[src/rtl/pcpi_link_pkg.sv]
// Shared definitions for the PCPI nibble link (instruction receiver and result transmitter).
// Holds the handshake FSM encoding and the default word/nibble geometry.
package pcpi_link_pkg;

  localparam int LINK_DATA_W   = 32;
  localparam int LINK_NIB_W    = 4;
  localparam int NIBS_PER_WORD = LINK_DATA_W / LINK_NIB_W;
  localparam int IDX_W         = $clog2(NIBS_PER_WORD);

  typedef enum logic [1:0] {
    ST_IDLE    = 2'd0,
    ST_SETUP   = 2'd1,
    ST_PRESENT = 2'd2,
    ST_FINISH  = 2'd3
  } link_state_t;

endpackage

[src/rtl/pcpi_result_nibble_tx.sv]
// Serialises a captured PCPI result as nibbles, LSB first, over a 4-phase strobe/ack link.
// Results arriving mid-transfer are dropped (sticky ovf); a stalled phase aborts after TIMEOUT cycles (sticky tmo).
module pcpi_result_nibble_tx
  import pcpi_link_pkg::*;
#(
  parameter int DATA_W  = LINK_DATA_W,
  parameter int NIB_W   = LINK_NIB_W,
  parameter int TIMEOUT = 255
) (
  input  logic              clk,
  input  logic              rst_n,
  input  logic              res_valid,
  input  logic              res_wr,
  input  logic [DATA_W-1:0] res_data,
  input  logic              host_ack,
  input  logic              clr_err,
  output logic [NIB_W-1:0]  nib_out,
  output logic              nib_strobe,
  output logic              busy,
  output logic              done,
  output logic              ovf,
  output logic              tmo
);

  localparam int NIBS = DATA_W / NIB_W;
  localparam int IDXW = (NIBS == NIBS_PER_WORD) ? IDX_W : ((NIBS > 1) ? $clog2(NIBS) : 1);
  localparam logic [IDXW-1:0] LAST_IDX = IDXW'(NIBS - 1);
  localparam int CNT_W = (TIMEOUT > 0) ? $clog2(TIMEOUT + 1) : 1;
  localparam logic [CNT_W-1:0] CNT_LAST = (TIMEOUT > 0) ? CNT_W'(TIMEOUT - 1) : '0;

  link_state_t       r_state;
  link_state_t       w_next;
  logic [DATA_W-1:0] r_word;
  logic [IDXW-1:0]   r_idx;
  logic [CNT_W-1:0]  r_cnt;
  logic              r_done;
  logic              r_ovf;
  logic              r_tmo;

  logic w_fin_exit;
  logic w_accept;
  logic w_collide;
  logic w_tmo_hit;
  logic w_tmo_abort;
  logic w_advance;

  // FINISH exits only on ack release; that same cycle may take a new result.
  assign w_fin_exit = (r_state == ST_FINISH) && !host_ack;
  assign w_accept   = res_valid && res_wr && ((r_state == ST_IDLE) || w_fin_exit);
  assign w_collide  = res_valid && res_wr && (r_state != ST_IDLE) && !w_fin_exit;
  assign w_tmo_hit  = (TIMEOUT != 0) && (r_state != ST_IDLE) && (r_cnt == CNT_LAST);
  assign w_advance  = (r_state == ST_PRESENT) && host_ack && (r_idx != LAST_IDX);

  always_ff @(posedge clk or negedge rst_n) begin
    if (!rst_n) r_state <= ST_IDLE;
    else        r_state <= w_next;
  end

  // Handshake progress always beats the timeout in the same cycle.
  always_comb begin
    w_next      = r_state;
    w_tmo_abort = 1'b0;
    case (r_state)
      ST_IDLE: begin
        if (w_accept) w_next = ST_SETUP;
      end
      ST_SETUP: begin
        if (!host_ack) begin
          w_next = ST_PRESENT;
        end else if (w_tmo_hit) begin
          w_next      = ST_IDLE;
          w_tmo_abort = 1'b1;
        end
      end
      ST_PRESENT: begin
        if (host_ack) begin
          w_next = (r_idx == LAST_IDX) ? ST_FINISH : ST_SETUP;
        end else if (w_tmo_hit) begin
          w_next      = ST_IDLE;
          w_tmo_abort = 1'b1;
        end
      end
      ST_FINISH: begin
        if (!host_ack) begin
          w_next = w_accept ? ST_SETUP : ST_IDLE;
        end else if (w_tmo_hit) begin
          w_next      = ST_IDLE;
          w_tmo_abort = 1'b1;
        end
      end
      default: w_next = ST_IDLE;
    endcase
  end

  always_comb begin
    nib_strobe = (r_state == ST_PRESENT);
    busy       = (r_state != ST_IDLE);
    nib_out    = r_word[NIB_W-1:0];
    done       = r_done;
    ovf        = r_ovf;
    tmo        = r_tmo;
  end

  // The word is shifted only as PRESENT closes, so nib_out is frozen while strobe is high.
  always_ff @(posedge clk or negedge rst_n) begin
    if (!rst_n) begin
      r_word <= '0;
      r_idx  <= '0;
    end else if (w_accept) begin
      r_word <= res_data;
      r_idx  <= '0;
    end else if (w_advance) begin
      r_word <= r_word >> NIB_W;
      r_idx  <= r_idx + IDXW'(1);
    end
  end

  always_ff @(posedge clk or negedge rst_n) begin
    if (!rst_n)                                   r_cnt <= '0;
    else if ((w_next != r_state) || !busy)        r_cnt <= '0;
    else                                          r_cnt <= r_cnt + CNT_W'(1);
  end

  always_ff @(posedge clk or negedge rst_n) begin
    if (!rst_n) begin
      r_done <= 1'b0;
      r_ovf  <= 1'b0;
      r_tmo  <= 1'b0;
    end else begin
      r_done <= w_fin_exit;
      if (w_collide)    r_ovf <= 1'b1;
      else if (clr_err) r_ovf <= 1'b0;
      if (w_tmo_abort)  r_tmo <= 1'b1;
      else if (clr_err) r_tmo <= 1'b0;
    end
  end

endmodule

[config.mk]
export PLATFORM = sky130hd
export DESIGN_NAME = pcpi_result_nibble_tx
export DESIGN_NICKNAME = d
export VERILOG_FILES = /design/src/rtl/pcpi_link_pkg.sv /design/src/rtl/pcpi_result_nibble_tx.sv
export SDC_FILE = /design/constraint.sdc
export NUM_CORES = 1
export LEC_CHECK = 0
export ABC_AREA = 1
export ABC_CLOCK_PERIOD_IN_PS = 1930
export BUFFER_PORTS_ARGS = -buffer_cell sky130_fd_sc_hd__buf_2
export CAP_MARGIN = 20
export CELL_PAD_IN_SITES_DETAIL_PLACEMENT = 1
export CELL_PAD_IN_SITES_GLOBAL_PLACEMENT = 1
export CORE_MARGIN = 1
export CORE_UTILIZATION = 41
export CTS_CLUSTER_SIZE = 16
export DETAILED_ROUTE_END_ITERATION = 8
export PLACE_DENSITY = 0.8
export SLEW_MARGIN = 20
export SYNTH_ARGS = -nofsm -noshare
export SYNTH_HDL_FRONTEND = slang
export SYNTH_SLANG_ARGS = --single-unit
[constraint.sdc]
create_clock -name clk -period 1.93 [get_ports clk]
set_clock_uncertainty 0.2 [all_clocks]
set_input_delay 0.2895 -clock clk [delete_from_list [all_inputs] [get_ports clk]]
set_output_delay 0.2895 -clock clk [all_outputs]
set_load 0.1 [all_outputs]
==> results of run 1 <==
## metal layers
layer / vias to the layer above / GRT usage (%) / wire [um]
met5: - / 0 / 0
met4: 0 / 7.96 / 114
met2: 40 / 33.9 / 2810
li1: 974 / - / -
met3: 12 / 2.79 / 163
met1: 943 / 27.9 / 2660
## power breakdown
group	switching, mW	leakage [nW]	internal, mW
clock network	0.335	0.0473	0.286
registers	0.163	0.600	1.40
logic	1.35	0.714	0.547
## state kept, by name (all words and copies together) (netlist names)
register / flops
tmo: 1
r_idx: 3
r_word: 32
r_cnt: 8
ovf: 1
done: 1
r_state: 2
## synthesized netlist by cell type
master | count | area [um2]
o311ai_0 | 1 | 8.76
buf_6 | 9 | 101
xor2_1 | 5 | 43.8
nand2_4 | 3 | 33.8
nand2_2 | 1 | 6.26
nand3_2 | 1 | 10.0
nand3_1 | 12 | 60.1
nand2_1 | 28 | 105
o21ai_1 | 38 | 190
nor2_2 | 2 | 12.5
o211ai_1 | 4 | 30.0
inv_2 | 2 | 7.51
dfrtp_1 | 48 | 1200
buf_2 | 1 | 5.00
nor2_1 | 12 | 45.0
buf_4 | 5 | 37.5
a21oi_4 | 1 | 16.3
inv_1 | 39 | 146
xnor2_1 | 1 | 8.76
a21oi_1 | 4 | 20.0
o22ai_1 | 2 | 12.5
ha_1 | 4 | 50.1
a21boi_0 | 1 | 7.51
o21ai_0 | 40 | 200
inv_4 | 1 | 6.26
nand4_1 | 2 | 12.5
## final timing paths
path,cells past startpoint,slack [ns],end
hold / removal,3,0.005,r_word[31]$_DFFE_PN0P_
min in group asynchronous,3,0.41,r_word[7]$_DFFE_PN0P_
setup / recovery,8,0.11,r_word[14]$_DFFE_PN0P_
setup reg to reg,8,0.11,r_word[14]$_DFFE_PN0P_
hold reg to reg,1,0.28,r_idx[0]$_DFFE_PN0P_
max in group asynchronous,3,0.71,r_word[14]$_DFFE_PN0P_
## stage by stage
step / utilization, % / cells / area (um2)
finish: 50.6 / 390 / 2800
global route: 50.6 / 390 / 2800
CTS: 49.8 / 386 / 2760
detailed placement: 47.7 / 377 / 2640
global placement: 47.7 / 377 / 2640
floorplan: - / 267 / 2390
## logic make-up after synthesis
kind of cell / synth area share, %
compound gates: 20.4
simple gates: 12.0
buf+inv: 12.8
flops: 50.5
xor+xnor: 2.21
fa+ha+maj: 2.10
## worst min-delay path: cells and delay by family
family	cells	cell delay, ns
AOI/OAI and AO/OA	1	0.07
and+or+nand+nor	1	0.04
buffers and inverters	1	0.08
## layout make-up
type	count	area share (%)
Sequential cell	48	42.8
Multi-Input combinational cell	162	31.7
Timing Repair Buffer	59	12.9
Inverter	42	6.02
Tap cell	72	3.21
Clock buffer	6	2.95
Clock inverter	1	0.312
## timing repair
item                       in CTS  in global routing
hold buffers                    2                  0
hold endpoints to repair       49                  0
cloned                          0                  0
setup endpoints to repair       3                 18
buffers inserted                0                  4
pin swaps                       0                  1
resized for setup               2                  4
==> flow_metrics.tcl, run 1 <==
set metrics [dict create \
    grt_setup_unrepaired "no" \
    dpl_worst_slack_ns -0.00342 \
    clk_latency_ns 0.30 \
    regArea_mm2 0.00120 \
    crit_start "r_idx[0]$_DFFE_PN0P_" \
    route.antenna.remaining_nets 0 \
    place_hpwl_um 4040 \
    crit_type "reg2reg" \
    cap_violations 0 \
    dieWidth_um 78.2 \
    min_path_type "in2reg" \
    cts_max_path_buffers 2 \
    fmax_mhz 549 \
    worst_slack_ns 0.109 \
    nFillCells 698 \
    grt_pass1_wl_um 9760 \
    grt_pass1_vias 2042 \
    cts_tree "yes" \
    overflow 0 \
    die_h_um 78.2 \
    num_rows 27 \
    whs_ns 0.00526 \
    worst_setup_path_end_kind "flip-flop" \
    area_delta_synth_final_pct 17.9 \
    drive_gt1_share_pct 24.5 \
    finalCritPeriodShare_pct 94.3 \
    p_total_mw 4.08 \
    worstReg2RegStart "r_idx[0]$_DFFE_PN0P_" \
    syn_avg_cell_area_um2 8.91 \
    io_pins 47 \
    layout_commonest_cell "dfrtp_1" \
    netlist_instances 267 \
    multi_input_area_um2 890 \
    slowest_stage "dfrtp_1" \
    syn_area_mm2 0.00238 \
    worstPathArrival_ns 1.85 \
    cp_top_family "flip-flops" \
    outcome "complete, no violations" \
    worstPathCellList "ha_1 -> ha_1 -> inv_1 -> nand2_4 -> buf_4 -> o21ai_1 -> o21ai_1 -> o21ai_1" \
    cts_buffers 5 \
    mostFrequentLayoutCells "dfrtp_1 (48), buf_2 (44), o21ai_1 (39), o21ai_0 (39), inv_1 (38)" \
    grt_antenna_before_repair 0 \
    syn_nets 309 \
    dieArea_mm2 0.00611 \
    ir_drop_v 0.000558 \
    ys_seq_area_share_pct 50.5 \
    path_clk_slew_ns 0.09 \
    synth.distinct_cells 26 \
    htreeDepth 2 \
    start_util_pct 42.9 \
    critPathMaxStageDelay_ns 0.40 \
    worstPathRequired_ns 1.96 \
    setup_viol 0 \
    post_drt_wl_per_cell_um 14.7 \
    tightest_slew_ns 0.606 \
    fin_crit_ns 1.82 \
    routed_wl_um 5750 \
    firstDrtPassIters 4 \
    grt_max_degree 53 \
    num_antenna_cells 0 \
    numPortBuffers 46 \
    grt_use_total_pct 20.7 \
    holdCritStartpoint "res_data[31]" \
    drv_slew 0 \
    drc 0 \
    slew-limit-headroom_pct 59.6 \
    root_buffer "clkbuf_8" \
    path_max_fanout 7 \
    critPathBufInv 2 \
    fin_nets 360 \
    cts.sinks 48 \
    yosysWarnings 0 \
    final_hold_viol_count 0 \
    start_kind "flip-flop" \
    drt_iter0_drc 133 \
    core_mm2 0.00554 \
    tns_ns 0 \
    viasPerCell 5.05 \
    routabilityCongestion 0.748 \
    p_leak_nw 1.36 \
    p_per_area_mw_per_mm2 1450 \
    crit_path_frequent_cell "o21ai_1" \
    vias 1969 \
    ys_seq_elements 48 \
]
No activity file was read; power rests on OpenSTA's default activity.
==> run 2, diff against run 1 <==
--- a/config.mk
+++ b/config.mk
@@ -12,10 +12,10 @@
 export CELL_PAD_IN_SITES_DETAIL_PLACEMENT = 1
 export CELL_PAD_IN_SITES_GLOBAL_PLACEMENT = 1
 export CORE_MARGIN = 1
-export CORE_UTILIZATION = 41
+export CORE_UTILIZATION = 30
 export CTS_CLUSTER_SIZE = 16
 export DETAILED_ROUTE_END_ITERATION = 8
-export PLACE_DENSITY = 0.8
+export PLACE_DENSITY = 0.62
 export SLEW_MARGIN = 20
 export SYNTH_ARGS = -nofsm -noshare
 export SYNTH_HDL_FRONTEND = slang
==> run 2 against run 1 <==
Effect of this change: core utilization down 13 points; die area up 36%; routed wire length down 5.0%; final area up 3.1%; register-to-register slack about the same; sequential power about the same; via count down 3.4%; first-iteration DRC count down 38%; non-clock buffer count up 3.
==> flow_metrics.tcl, run 2 (synthesis gave the netlist of run 1 again) <==
set metrics [dict create \
    outcome "complete, no violations" \
    nFillCells 939 \
    post_drt_wl_per_cell_um 12.9 \
    tns_ns 0 \
    p_switching_mw 1.79 \
    routed_wl_um 5470 \
    drc 0 \
    fmax_mhz 540 \
    core_mm2 0.00769 \
    cts_max_path_buffers 2 \
    seq_power_share_pct 38.9 \
    cap_violations 0 \
    overflow 0 \
    cts_tree "yes" \
    place_hpwl_um 3920 \
    finalCritPeriodShare_pct 95.9 \
    dieArea_mm2 0.00829 \
    clk_latency_ns 0.30 \
    route.antenna.remaining_nets 0 \
    start_kind "flip-flop" \
    ir_drop_v 0.000484 \
    grt_antenna_before_repair 0 \
    path_max_fanout 7 \
    grt_use_total_pct 14.2 \
    root_buffer "clkbuf_8" \
    tightest_slew_ns 0.495 \
    drt_iter0_drc 82 \
    dpl_cell_area_mm2 0.00273 \
    grt_pass1_wl_um 9220 \
    cts_buffers 5 \
    grt_pass1_vias 1918 \
    p_per_area_mw_per_mm2 1390 \
    start_util_pct 30.9 \
    utilization_pct 37.6 \
    slew-limit-headroom_pct 67.2 \
    p_leak_nw 1.38 \
    htreeDepth 2 \
    power.share.clock_pct 15.9 \
    grt_setup_unrepaired "no" \
    top_register "r_word" \
    dieWidth_um 91.0 \
    fin_crit_ns 1.85 \
    numPortBuffers 46 \
    layout_commonest_cell "dfrtp_1" \
    area_delta_synth_final_pct 21.5 \
    regToRegSetupSlack_ns 0.12 \
    cts.sinks 48 \
    crit_type "reg2out" \
    vias 1902 \
    io_pins 47 \
    grt_max_degree 49 \
    firstDrtPassIters 4 \
    worst_setup_path_end_kind "output pin" \
    drv_slew 0 \
    setup_viol 0 \
    fin_nets 363 \
    num_rows 32 \
    viasPerCell 4.49 \
    die_h_um 91.0 \
    worstPathArrival_ns 1.36 \
    worstPathRequired_ns 1.44 \
    drive_gt1_share_pct 24.2 \
    num_antenna_cells 0 \
    largest_register_ff_count 32 \
    pwr-share-comb_pct 45.2 \
    path_clk_slew_ns 0.09 \
    reg_top3 "r_word x32, r_cnt x8, r_idx x3" \
    postCtsSetupBuffers 0 \
    mostFrequentLayoutCells "dfrtp_1 (46), buf_2 (44), o21ai_1 (39), o21ai_0 (39), inv_1 (38)" \
    p_int_mw 2.24 \
    finalInstanceArea_mm2 0.00289 \
    switching_share_pct 44.4 \
    min_path_type "in2reg" \
    routabilityCongestion 0.757 \
    final_hold_viol_count 0 \
]
==> run 2: stage by stage <==
stage,setup slack (ns),power (mW),instances,hold WS [ns]
6_report,0.0793,4.02,424,0.00286
5_1_grt,0.00222,4.34,424,0.0248
4_1_cts,0.00426,4.09,424,0.00718
3_5_place_dp,0.0945,3.41,410,0.104
3_3_place_gp,0.128,3.37,410,0.105
2_1_floorplan,0.0197,3.04,267,-0.206
==> run 2: power by group through the flow <==
stage          Clock, mW  Combinational (mW)  Sequential [mW]
6_report           0.641                1.82             1.57
2_1_floorplan          0                1.43             1.62
4_1_cts            0.668                1.86             1.56
3_5_place_dp           0                1.83             1.59
3_3_place_gp           0                1.81             1.57
5_1_grt            0.698                2.02             1.62
==> run 2: path summary, 6_finish.rpt <==
kind / from / endpoint / depth (start not counted)
setup / recovery: r_state[0]$_DFF_PN0_ / nib_strobe / 5
hold / removal: clr_err / tmo$_DFFE_PN0P_ / 2
setup reg to reg: r_idx[0]$_DFFE_PN0P_ / r_idx[0]$_DFFE_PN0P_ / 8
hold reg to reg: r_cnt[0]$_DFF_PN0_ / r_cnt[0]$_DFF_PN0_ / 1
max in group asynchronous: rst_n / r_state[1]$_DFF_PN0_ / 3
min in group asynchronous: rst_n / r_cnt[7]$_DFF_PN0_ / 3
==> run 2: repair_timing <==
item | 4_1_cts | 5_1_grt
pin swaps | 0 | 0
gates resized for setup | 1 | 4
hold endpoints to repair | 53 | 0
endpoints found under the setup margin | 1 | 2
hold buffers | 6 | 0
==> run 2: area by class of cell <==
class | count | area, um2 | area share (%)
well taps | 102 | 128 | 4.42
clock buffers | 7 | 86.3 | 2.99
multi-input cells | 162 | 878 | 30.4
repair buffers | 62 | 420 | 14.5
flip-flops and latches | 48 | 1200 | 41.6
clock inverters | 1 | 7.51 | 0.260
inverters | 42 | 166 | 5.76
==> run 2: worst max-delay path: stages, from the launching register on <==
cell	delay (ns)
dfrtp_2	0.47
inv_4	0.10
nand2_1	0.08
buf_4	0.15
clkinvlp_4	0.09
buf_12	0.17
==> run 2: layer usage <==
layer	up-vias	wire length, um	GRT usage [%]
li1	979	-	-
met1	890	2640	18.3
met2	27	2580	23.6
met3	6	171	2.93
met4	0	78	4.76
met5	-	0	0
